File: config.mk
export PLATFORM = sky130hd
export DESIGN_NAME = or_tv_seq
export DESIGN_NICKNAME = d
export VERILOG_FILES = /design/src/rtl/trit_pkg.sv /design/src/rtl/or_te.sv /design/src/rtl/or_tv_seq.sv
export SDC_FILE = /design/constraint.sdc
export NUM_CORES = 1
export LEC_CHECK = 0
export ABC_CLOCK_PERIOD_IN_PS = 2290
export CORE_MARGIN = 4
export CORE_UTILIZATION = 25
export DETAILED_ROUTE_END_ITERATION = 8
export DONT_BUFFER_PORTS = 1
export SYNTH_ARGS = -nofsm -noshare
export SYNTH_HDL_FRONTEND = slang
export SYNTH_HIERARCHICAL = 1
export SYNTH_SLANG_ARGS = --single-unit
File: constraint.sdc
create_clock -name clk -period 2.29 [get_ports clk]
set_input_delay 0.229 -clock clk [delete_from_list [all_inputs] [get_ports clk]]
set_output_delay 0.229 -clock clk [all_outputs]
set_load 0.01 [all_outputs]
File: src/rtl/trit_pkg.sv
// Shared balanced-ternary definitions: trit encodings and sequencer state codes.
package trit_pkg;

  localparam logic [1:0] TRIT_POS  = 2'b10;
  localparam logic [1:0] TRIT_ZERO = 2'b00;
  localparam logic [1:0] TRIT_NEG  = 2'b01;
  localparam logic [1:0] TRIT_ERR  = 2'b11;

  localparam logic [1:0] ST_IDLE = 2'd0;
  localparam logic [1:0] ST_RUN  = 2'd1;
  localparam logic [1:0] ST_DONE = 2'd2;

endpackage

File: src/rtl/or_te.sv
// Single-trit ternary OR leaf: c = max(a, b) over -1 < 0 < +1, err on any invalid code.
module or_te
  import trit_pkg::*;
(
  input  logic [1:0] a,
  input  logic [1:0] b,
  output logic [1:0] c,
  output logic       err
);

  // An invalid operand forces the error code onto c so callers never see a bogus value.
  always_comb begin
    err = (a == TRIT_ERR) || (b == TRIT_ERR);
    c   = TRIT_NEG;
    if (err) begin
      c = TRIT_ERR;
    end else if ((a == TRIT_POS) || (b == TRIT_POS)) begin
      c = TRIT_POS;
    end else if ((a == TRIT_ZERO) || (b == TRIT_ZERO)) begin
      c = TRIT_ZERO;
    end
  end

endmodule

File: src/rtl/or_tv_seq.sv
// Serial trit-wise ternary OR of two N-trit words through one shared or_te gate,
// one trit per clock, LSB first, with valid/ready on both sides and error capture.
module or_tv_seq
  import trit_pkg::*;
#(
  parameter int N_TRITS = 9,
  parameter int IDX_W   = $clog2(N_TRITS)
) (
  input  logic                 clk,
  input  logic                 rst_n,
  input  logic                 in_valid,
  output logic                 in_ready,
  input  logic [2*N_TRITS-1:0] a,
  input  logic [2*N_TRITS-1:0] b,
  output logic                 out_valid,
  input  logic                 out_ready,
  output logic [2*N_TRITS-1:0] c,
  output logic                 err,
  output logic [IDX_W-1:0]     err_idx,
  output logic                 busy
);

  localparam int W = 2 * N_TRITS;
  localparam logic [IDX_W-1:0] LAST_IDX = IDX_W'(N_TRITS - 1);

  logic [1:0]       state_q, state_d;
  logic [IDX_W-1:0] cnt_q, cnt_d;
  logic [W-1:0]     a_q, a_d;
  logic [W-1:0]     b_q, b_d;
  logic [W-1:0]     c_q, c_d;
  logic             err_q, err_d;
  logic [IDX_W-1:0] err_idx_q, err_idx_d;

  logic [1:0] gate_a, gate_b, gate_c;
  logic       gate_err;

  assign gate_a = a_q[{cnt_q, 1'b0} +: 2];
  assign gate_b = b_q[{cnt_q, 1'b0} +: 2];

  or_te u_or_te (
    .a   (gate_a),
    .b   (gate_b),
    .c   (gate_c),
    .err (gate_err)
  );

  always_comb begin
    state_d   = state_q;
    cnt_d     = cnt_q;
    a_d       = a_q;
    b_d       = b_q;
    c_d       = c_q;
    err_d     = err_q;
    err_idx_d = err_idx_q;

    case (state_q)
      ST_IDLE: begin
        if (in_valid) begin
          a_d       = a;
          b_d       = b;
          c_d       = '0;
          err_d     = 1'b0;
          err_idx_d = '0;
          cnt_d     = '0;
          state_d   = ST_RUN;
        end
      end

      ST_RUN: begin
        c_d[{cnt_q, 1'b0} +: 2] = gate_err ? TRIT_ERR : gate_c;
        // Only the first invalid position is recorded; later ones leave err_idx alone.
        if (gate_err && !err_q) begin
          err_d     = 1'b1;
          err_idx_d = cnt_q;
        end
        if (cnt_q == LAST_IDX) begin
          cnt_d   = '0;
          state_d = ST_DONE;
        end else begin
          cnt_d = cnt_q + IDX_W'(1);
        end
      end

      ST_DONE: begin
        if (out_ready) begin
          state_d = ST_IDLE;
        end
      end

      default: begin
        state_d = ST_IDLE;
      end
    endcase
  end

  always_ff @(posedge clk or negedge rst_n) begin
    if (!rst_n) begin
      state_q   <= ST_IDLE;
      cnt_q     <= '0;
      a_q       <= '0;
      b_q       <= '0;
      c_q       <= '0;
      err_q     <= 1'b0;
      err_idx_q <= '0;
    end else begin
      state_q   <= state_d;
      cnt_q     <= cnt_d;
      a_q       <= a_d;
      b_q       <= b_d;
      c_q       <= c_d;
      err_q     <= err_d;
      err_idx_q <= err_idx_d;
    end
  end

  assign in_ready  = (state_q == ST_IDLE);
  assign out_valid = (state_q == ST_DONE);
  assign busy      = (state_q != ST_IDLE);
  assign c         = c_q;
  assign err       = err_q;
  assign err_idx   = err_idx_q;

endmodule

==> flow_summary_export.csv, run 1 <==
group,metric,value,unit
sta,fin_tns_setup,0,ns
sta,fin_worst_skew,0.006078,ns
min_path,hold_path_end,"b_q[13]$_DFFE_PN0P_",
clocking,cts_tree,"done",
global_route,grt_usage,0.1114,
floorplanning,dieArea,0.01477,sq mm
synthesis,netlist-cell-type-count,39,
sta,fin_crit_sh,0.9918,
global_route,grt_pass1_wl,12590,microns
placement,numPortBuffers,0,
detailed_routing,viasPerCell,4.620,
setup_path,r2r-start,"cnt_q[0]$_DFFE_PN0P_",
finish,final_nets,326,
finish,stdcell_count,458,
setup_path,startpoint_type,"register",
global_route,grt_pass1_vias,2257,
min_path,hold_path.startpoint,"b[13]",
floorplanning,start_util,0.2554,
setup_path,end_kind,"register",
synthesis,synth_top_area_frac,0.5047,
setup_path,critPathArrivalTime,2.48,ns
synthesis,synth_warnings,6,
detailed_routing,drtIter0Drc,96,
clocking,htree_levels,3,
finish,fillCellCount,1319,
clocking,cts_sinks,65,
synthesis,syn_avg_cell_area,12.21,sq um
sta,final_max_slew_viol_count,0,
synthesis,yosys_register_bits,65,
clocking,clock_latency,0.32,ns
setup_path,setup.worst_path.class,"reg -> reg",
pwr,power.density,1678,mW/mm^2
min_path,hold-path-cell-count,1,
finish,antenna_cells,0,
run,cap_violations,0,
clocking,cts.path.max_buffers,2,
setup_path,critPathMaxFanout,8,
setup_path,reg2reg_to,"err_idx[1]$_DFFE_PN0P_",
detailed_routing,drtAntennaViolNets,0,
sta,rsz0062_at_grt,"true",
detailed_routing,drt-total-wl,7819,microns
finish,drive_gt1_frac,0.3497,
synthesis,async_flop_share,1.000,
clocking,clkTransAtPathRegs,0.05,ns
synthesis,synth_most_common_cell,"dfrtp_1",
detailed_routing,drcViolationCount,0,
detailed_routing,dr.pass1.iters,4,
placement,gp_congestion,0.7716,
floorplanning,ios,66,
placement,dp.final_hpwl,5651,microns
synthesis,seq_area_frac_synth,0.5047,
global_route,antenna_found_initial,0,
floorplanning,die_w,121.5,microns
synthesis,synth_ff_type,"dfrtp_1",
sta,final_hold_viol_count,0,
synthesis,netlist_instances,264,
synthesis,syn_area,0.003223,sq mm
detailed_routing,wl_per_cell,17.07,microns
synthesis,synthTopCellsByCount,"65 x dfrtp_1, 36 x mux2_2, 32 x nand2_1, 31 x mux2i_1",
sta,tightestPinTransition,0.4960,ns
global_route,grt-ovfl-total,0,
run_status,status,"complete, no violations",
placement,dp.cells,433,
pwr,p_leak,1.732,nW
global_route,grt_max_degree,66,
setup_path,r2r_slack,0.02,ns
finish,stdcell_area,0.003974,sq mm
finish,syn_to_final_growth,23.29,%
sta,setup-violations-final,0,
clocking,cts_root_buf,"clkbuf_16",
sta,fmax,440.3,MHz
detailed_routing,num_vias,2116,
min_path,min_path_type,"in -> reg",
synthesis,synth_edf_count,0,
placement,placed_cell_area,0.003483,sq mm
pwr,ir_worst_vdd,572.6,uV
synthesis,yosysTopAreaCell,"dfrtp_1",
floorplanning,die_h,121.5,microns
setup_path,crit_required,2.50,ns
sta,relSlewSlack,0.6693,
floorplanning,core,0.01262,sq mm
synthesis,ys_top_cells_by_area,"dfrtp_1 50%, mux2_2 13%, mux2i_1 9.6%",
synthesis,syn-num-nets,309,
clocking,cts-buffers-inserted,9,
floorplanning,placementRows,41,
sta,period_needed,2.271,ns
setup_path,reg2regPathDepth,9,
==> flip-flops by register name, indices dropped and copies added, names as in the netlist <==
| name | cells |
|---|---|
| cnt_q | 4 |
| b_q | 18 |
| c | 18 |
| a_q | 18 |
| err_idx | 4 |
| state_q | 2 |
| err | 1 |
==> cells in the final DEF (no fill, tap or decap), types with 2 or more instances in the layout <==
master	Yosys	layout
mux2_2	36	36
clkbuf_8	0	2
o21ai_2	1	2
a22o_1	5	5
inv_1	4	3
dfrtp_1	65	65
nor2_2	1	3
a21oi_1	5	3
nand3_1	2	2
mux2i_1	31	31
o21ai_4	0	2
o21ai_0	11	5
dlygate4sd3_1	0	2
nor3_2	2	3
nand2_2	0	3
a21o_1	3	3
buf_12	0	4
nand3b_1	3	3
mux4_2	5	5
nor2b_1	2	2
o21ai_1	3	6
ha_1	5	4
nor2_1	11	9
buf_4	0	14
clkinvlp_4	0	2
nor3b_1	2	2
bufinv_16	0	2
clkbuf_16	0	9
nand2b_1	2	2
nand2_1	32	29
o211ai_1	2	2
clkinv_2	0	2
nor3_1	4	3
==> metal layers <==
layer  wire length [microns]  part of all wire  track usage
met2                    3895              0.50       0.1775
met5                       0                 0            0
met1                    3243              0.41       0.1373
met4                      80             0.010      0.03571
met3                     598             0.076      0.04643
==> report_power, final <==
group / switching, mW / internal [mW]
Clock: 0.484 / 1.01
Combinational: 1.54 / 1.50
Sequential: 0.457 / 1.68
Total: 2.49 / 4.18
==> worst max path at each step <==
stage / depth (start not counted) / startpoint / endpoint / slack, ns
global placement: 9 / cnt_q[0]$_DFFE_PN0P_ / err_idx[3]$_DFFE_PN0P_ / -0.20
CTS: 9 / cnt_q[0]$_DFFE_PN0P_ / err_idx[1]$_DFFE_PN0P_ / 0.01
finish: 9 / cnt_q[0]$_DFFE_PN0P_ / err_idx[1]$_DFFE_PN0P_ / 0.02
floorplan: 11 / cnt_q[0]$_DFFE_PN0P_ / err_idx[0]$_DFFE_PN0P_ / 0.002
detailed placement: 9 / cnt_q[0]$_DFFE_PN0P_ / err_idx[0]$_DFFE_PN0P_ / -0.20
global route: 9 / cnt_q[0]$_DFFE_PN0P_ / err_idx[3]$_DFFE_PN0P_ / -0.09
==> layout make-up <==
class                      instances  area (sq um)  share of cell area
clock buffer                      11         252.7             0.06360
timing repair buffer              22         244.0             0.06140
multi-input combinational        179          1539              0.3873
sequential                        65          1627              0.4093
clock inverter                     5         77.57             0.01952
tap                              172         215.2             0.05416
inverter                           4         18.77            0.004723
==> cell families (layout without fill, tap and decap cells) <==
| kind of cell | Yosys count | count (layout) | share of synthesized area |
|---|---|---|---|
| adders and majority gates | 5 | 5 | 0.01941 |
| and+or+nand+nor | 68 | 68 | 0.1130 |
| AOI/OAI and AO/OA | 34 | 34 | 0.06716 |
| DFF | 65 | 65 | 0.5047 |
| buffers and inverters | 20 | 42 | 0.03881 |
| muxes | 72 | 72 | 0.2570 |
==> worst max-delay path, cell delays in order (launching register included) <==
cell and delay [ns]:
dfrtp_1 0.43, buf_12 0.17, mux2i_1 0.11, mux4_2 0.51, o21ai_4 0.19, nand2_2 0.08, nand2_2 0.07, nor3b_4 0.31
a21oi_4 0.08, a22o_1 0.19
==> what timing repair did <==
action,4_1_cts,5_1_grt
hold buffers,3,0
hold endpoints to repair,66,0
setup endpoints to repair,4,22
pin swaps,0,5
setup buffers,2,4
resized for setup,3,18
==> stage by stage <==
stage,setup WS (ns),power [mW],hold slack [ns],utilization
2_1_floorplan,0.002146,4.105,-0.06659,-
3_3_place_gp,-0.1964,4.781,-0.06115,0.2760
3_5_place_dp,-0.1951,4.841,-0.06065,0.2760
4_1_cts,0.01480,6.481,0.03754,0.3081
5_1_grt,-0.08770,7.126,0.03647,0.3149
6_report,0.01867,6.670,0.05048,0.3149
No activity file was read; power rests on OpenSTA's default activity.
==> run 2: changes to the inputs <==
GPL_TIMING_DRIVEN = 0   (was default)
==> run 2 against run 1 <==
Net effect: the run now ends with negative setup slack left; global-route usage up 0.21 points; combinational power grew 3%; setup slack got worse by 0.070 ns; count of clock-buffer cells in the layout grew 1; die area unchanged; sequential power down 3%; utilization decreased by 0.28 points; critical path depth increased by 1; critical endpoint is now err_idx[3]$_DFFE_PN0P_.
==> flow_summary_export.csv, run 2 (synthesis results as in run 1) <==
group,metric,value,unit
detailed_routing,num_vias,2115,
global_route,antenna_found_initial,0,
setup_path,critPathMaxFanout,7,
detailed_routing,drt-total-wl,7904,microns
run_status,violations,"negative setup slack",
setup_path,r2r_slack,-0.05,ns
placement,dp.final_hpwl,5733,microns
global_route,grt_pass1_vias,2254,
global_route,grt_pass1_wl,12520,microns
detailed_routing,drtIter0Drc,53,
pwr,p_leak,1.721,nW
setup_path,critPathArrivalTime,2.55,ns
finish,fin_util,0.3121,
sta,fin_worst_skew,0.005931,ns
finish,final_nets,330,
clocking,htree_levels,3,
run_status,status,"complete, but fails checks",
detailed_routing,dr.pass1.iters,4,
placement,gp_congestion,0.8304,
placement,numPortBuffers,0,
sta,fmax,427.1,MHz
sta,relSlewSlack,0.6018,
floorplanning,ios,66,
global_route,grt_max_degree,66,
clocking,cts.path.max_buffers,2,
clocking,clock_latency,0.33,ns
setup_path,setup.worst_path.class,"reg -> reg",
setup_path,end_kind,"register",
pwr,power.density,1670,mW/mm^2
placement,pre_cts_ws,-0.3899,ns
detailed_routing,viasPerCell,4.588,
sta,final_hold_viol_count,0,
sta,rsz0062_at_grt,"true",
sta,setup_ws,-0.05141,ns
setup_path,crit_required,2.50,ns
setup_path,startpoint_type,"register",
finish,final_common_cell,"dfrtp_1",
pwr,ir_worst_vdd,542.2,uV
sta,final_max_slew_viol_count,0,
floorplanning,core,0.01262,sq mm
finish,syn_to_final_growth,22.21,%
detailed_routing,drtAntennaViolNets,0,
finish,fillCellCount,1323,
sta,fin_tns_setup,-0.1791,ns
sta,fin_crit_sh,1.022,
floorplanning,placementRows,41,
floorplanning,start_util,0.2554,
detailed_routing,drcViolationCount,0,
finish,antenna_cells,0,
placement,placed_cell_area,0.003460,sq mm
clocking,clkTransAtPathRegs,0.06,ns
clocking,cts_root_buf,"clkbuf_16",
setup_path,cp_slowest_cell,"mux4_2",
finish,stdcell_area,0.003939,sq mm
detailed_routing,wl_per_cell,17.15,microns
floorplanning,die_h,121.5,microns
global_route,grt_usage,0.1134,
floorplanning,die_w,121.5,microns
clocking,cts_tree,"done",
run,cap_violations,0,
clocking,cts-buffers-inserted,9,
global_route,grt-ovfl-total,0,
setup_path,cpPeakStageDelay,0.50,ns
min_path,min_path_type,"in -> reg",
sta,tightestPinTransition,0.5973,ns
setup_path,crit_chain,"buf_8 -> buf_12 -> mux2i_1 -> mux4_2 -> o21ai_2 -> nand2_1 -> nand2_2 -> nor3b_4 -> a21oi_4 -> a22o_1",
finish,final_cell_mix,"64 x dfrtp_1, 36 x mux2_2, 31 x nand2_1",
sta,setup-violations-final,4,
clocking,cts_sinks,65,
finish,drive_gt1_frac,0.3529,
floorplanning,dieArea,0.01477,sq mm
sta,period_needed,2.341,ns
-- run 2: cell types whose count changed in the layout (fill, tap and decap cells not counted), moves of 3 or more --
cell	previous run	this run
o21ai_2	2	6
clkbuf_2	0	3
buf_12	4	1
buf_4	14	8
buf_2	0	4
-- run 2: final timing paths --
kind	from	endpoint	cells after the start
max reg2reg	cnt_q[0]$_DFFE_PN0P_	err_idx[3]$_DFFE_PN0P_	10
max in group asynchronous	rst_n	b_q[4]$_DFFE_PN0P_	2
min	a[17]	a_q[17]$_DFFE_PN0P_	1
min reg2reg	b_q[13]$_DFFE_PN0P_	b_q[13]$_DFFE_PN0P_	1
max	cnt_q[0]$_DFFE_PN0P_	err_idx[3]$_DFFE_PN0P_	10
min in group asynchronous	rst_n	a_q[0]$_DFFE_PN0P_	2
-- run 2: final cells by class --
cell class / count / area, sq um / share of cell area
clock buffer: 12 / 256.5 / 0.06512
multi-input combinational: 179 / 1534 / 0.3895
timing repair buffer: 11 / 127.6 / 0.03240
sequential: 65 / 1628 / 0.4133
inverter: 4 / 15.01 / 0.003812
buffer: 15 / 122.6 / 0.03113
tap: 172 / 215.2 / 0.05464
clock inverter: 3 / 40.04 / 0.01017
-- run 2: where the power goes --
group,internal [mW],total [mW],switching (mW)
logic,1.52,3.13,1.62
clock network,0.891,1.37,0.481
registers,1.68,2.07,0.392
-- run 2: worst max-delay path, delay by kind of cell (launching register included) --
| kind | cells | cell delay, ns |
|---|---|---|
| buf+inv | 2 | 0.30 |
| flops | 1 | 0.40 |
| simple gates | 3 | 0.47 |
| mux | 2 | 0.61 |
| compound gates | 3 | 0.43 |
-- run 2: per-layer routing --
metal | up-vias | global-route usage | wire [microns]
li1 | 981 | - | -
met1 | 1072 | 0.1350 | 3314
met2 | 50 | 0.1845 | 3910
met3 | 12 | 0.04596 | 575
met4 | 0 | 0.04272 | 104
met5 | - | 0 | 0
-- run 2: metrics by stage --
| stage | instances | hold slack [ns] | total power, mW |
|---|---|---|---|
| 2_1_floorplan | 264 | -0.06659 | 4.105 |
| 3_3_place_gp | 436 | -0.06310 | 4.736 |
| 6_report | 461 | 0.04331 | 6.576 |
| 4_1_cts | 462 | 0.03092 | 6.657 |
| 3_5_place_dp | 436 | -0.06283 | 4.818 |
| 5_1_grt | 461 | 0.02985 | 7.054 |
-- run 2: repair_timing --
item,CTS,global route
setup endpoints to repair,23,23
buffers inserted,7,0
cloned,1,0
pin swaps,4,5
resized for setup,20,6
hold endpoints to repair,66,0
hold buffers,3,0
==> run 3: changes to the inputs <==
CTS_BUF_LIST = sky130_fd_sc_hd__clkbuf_16   (was default)
PLACE_DENSITY_LB_ADDON = 0.3   (was default)
==> run 3 against run 2 <==
Net effect: the flow still finishes with violations (negative setup slack); sequential power barely moved; total power rose by 3.6%; routed wire length rose by 4.0%; non-clock buffer count rose by 3; flip-flop and latch count did not move; largest cell class unchanged; die area did not move; design area rose by 1.4%; combinational power rose by 9.9%.
==> flow_summary_export.csv, run 3 (synthesis results as in run 1) <==
group,metric,value,unit
placement,dp.final_hpwl,5712,microns
clocking,htree_levels,3,
setup_path,cpPeakStageDelay,0.49,ns
run_status,status,"complete, but fails checks",
setup_path,setup.worst_path.class,"reg -> reg",
clocking,clock_latency,0.33,ns
detailed_routing,drtAntennaViolNets,0,
sta,tightestPinTransition,0.6384,ns
run_status,violations,"negative setup slack",
global_route,grt_pass1_wl,13130,microns
floorplanning,core,0.01262,sq mm
pwr,ir_worst_vdd,524.4,uV
setup_path,reg2regPathDepth,11,
detailed_routing,drtIter0Drc,64,
detailed_routing,num_vias,2163,
setup_path,cp_num_buf_inv,3,
finish,fillCellCount,1306,
sta,final_hold_viol_count,0,
placement,numPortBuffers,0,
sta,rsz0062_at_grt,"true",
clocking,cts_sinks,65,
detailed_routing,drcViolationCount,0,
setup_path,end_kind,"register",
sta,setup_ws,-0.1154,ns
setup_path,reg2reg_to,"err_idx[2]$_DFFE_PN0P_",
min_path,hold-path-cell-count,1,
finish,final_cell_mix,"64 x dfrtp_1, 36 x mux2_2, 32 x nand2_1",
sta,fmax,415.7,MHz
placement,gp_congestion,0.8186,
sta,setup-violations-final,10,
setup_path,startpoint_type,"register",
finish,syn_to_final_growth,23.95,%
setup_path,critPathMaxFanout,6,
min_path,hold_path.startpoint,"b[15]",
setup_path,crit_required,2.50,ns
sta,fin_tns_setup,-0.5667,ns
pwr,p_leak,1.748,nW
global_route,grt_pass1_vias,2351,
setup_path,cp_top_family,"multiplexers",
setup_path,critPathArrivalTime,2.62,ns
global_route,antenna_found_initial,1,
floorplanning,placementRows,41,
finish,fin_util,0.3166,
detailed_routing,viasPerCell,4.652,
detailed_routing,drt-total-wl,8221,microns
global_route,grt_max_degree,66,
sta,fin_worst_skew,0.009907,ns
finish,drive_gt1_frac,0.3549,
sta,relSlewSlack,0.5744,
clocking,cts_root_buf,"clkbuf_16",
floorplanning,ios,66,
sta,period_needed,2.405,ns
detailed_routing,wl_per_cell,17.68,microns
pwr,power.density,1705,mW/mm^2
clocking,cts_tree,"done",
finish,antenna_cells,0,
clocking,cts-buffers-inserted,9,
min_path,hold_path_end,"b_q[15]$_DFFE_PN0P_",
clocking,cts.path.max_buffers,2,
run,cap_violations,0,
finish,final_common_cell,"dfrtp_1",
sta,final_max_slew_viol_count,0,
setup_path,cp_slowest_cell,"mux4_2",
floorplanning,die_w,121.5,microns
setup_path,r2r_slack,-0.12,ns
floorplanning,start_util,0.2554,
min_path,min_path_type,"in -> reg",
sta,fin_crit_sh,1.050,
global_route,grt-ovfl-total,0,
global_route,grt_usage,0.1189,
setup_path,r2r-start,"cnt_q[0]$_DFFE_PN0P_",
floorplanning,die_h,121.5,microns
finish,final_nets,333,
floorplanning,dieArea,0.01477,sq mm
setup_path,crit_chain,"buf_8 -> buf_12 -> mux2i_1 -> mux4_2 -> o21ai_2 -> nand2_1 -> nand2_1 -> buf_6 -> nor3b_4 -> a21oi_4 -> a22o_1",
setup_path,crit_path_frequent_cell,"nand2_1",
detailed_routing,dr.pass1.iters,4,
clocking,clkTransAtPathRegs,0.06,ns
placement,pre_cts_ws,-0.3664,ns
## run 3: changes by cell type in the layout (fill, tap and decap cells not counted), sizes merged
cell and delta:
clkbuf -3, buf +3, inv +2, clkinv +2
## run 3: worst max-delay path by stage
stage / from / to / slack (ns) / depth (start not counted)
floorplan: cnt_q[0]$_DFFE_PN0P_ / err_idx[0]$_DFFE_PN0P_ / 0.002 / 11
global placement: cnt_q[0]$_DFFE_PN0P_ / err_idx[0]$_DFFE_PN0P_ / -0.32 / 11
detailed placement: cnt_q[0]$_DFFE_PN0P_ / c[6]$_DFFE_PN0P_ / -0.37 / 8
CTS: cnt_q[0]$_DFFE_PN0P_ / err_idx[2]$_DFFE_PN0P_ / -0.09 / 11
global route: cnt_q[0]$_DFFE_PN0P_ / err_idx[2]$_DFFE_PN0P_ / -0.24 / 11
finish: cnt_q[0]$_DFFE_PN0P_ / err_idx[2]$_DFFE_PN0P_ / -0.12 / 11
## run 3: power breakdown
group | total, mW | internal (mW) | switching [mW]
Sequential | 2.07 | 1.68 | 0.390
Combinational | 3.44 | 1.66 | 1.78
Clock | 1.30 | 0.820 | 0.484
## run 3: cell type report
class / instances / area (sq um) / share of cell area
sequential: 65 / 1628 / 0.4075
clock inverter: 7 / 53.80 / 0.01347
inverter: 4 / 15.01 / 0.003758
multi-input combinational: 179 / 1568 / 0.3924
clock buffer: 9 / 225.2 / 0.05637
timing repair buffer: 13 / 150.1 / 0.03758
buffer: 16 / 140.1 / 0.03508
tap: 172 / 215.2 / 0.05387
## run 3: routing by layer
| layer | share of wire | global-route usage | vias to the layer above |
|---|---|---|---|
| met5 | 0.0024 | 0 | - |
| met4 | 0.020 | 0.04482 | 2 |
| met3 | 0.071 | 0.04828 | 17 |
| met2 | 0.48 | 0.1817 | 65 |
| met1 | 0.42 | 0.1512 | 1086 |
| li1 | - | - | 993 |
## run 3: what timing repair did
action | in CTS | in global routing
hold buffers | 3 | 0
setup endpoints to repair | 23 | 23
hold endpoints to repair | 66 | 0
gates cloned | 1 | 0
setup buffers | 9 | 1
pin swaps | 3 | 8
gates resized for setup | 17 | 19
## run 3: stage by stage
stage	hold WS (ns)	cells	power [mW]	cell area [sq um]
floorplan	-0.06659	264	4.105	3244
global placement	-0.06234	436	4.770	3460
global route	0.03428	465	7.332	3995
finish	0.04935	465	6.813	3995
detailed placement	-0.06219	436	4.807	3460
CTS	0.03718	465	6.570	3911
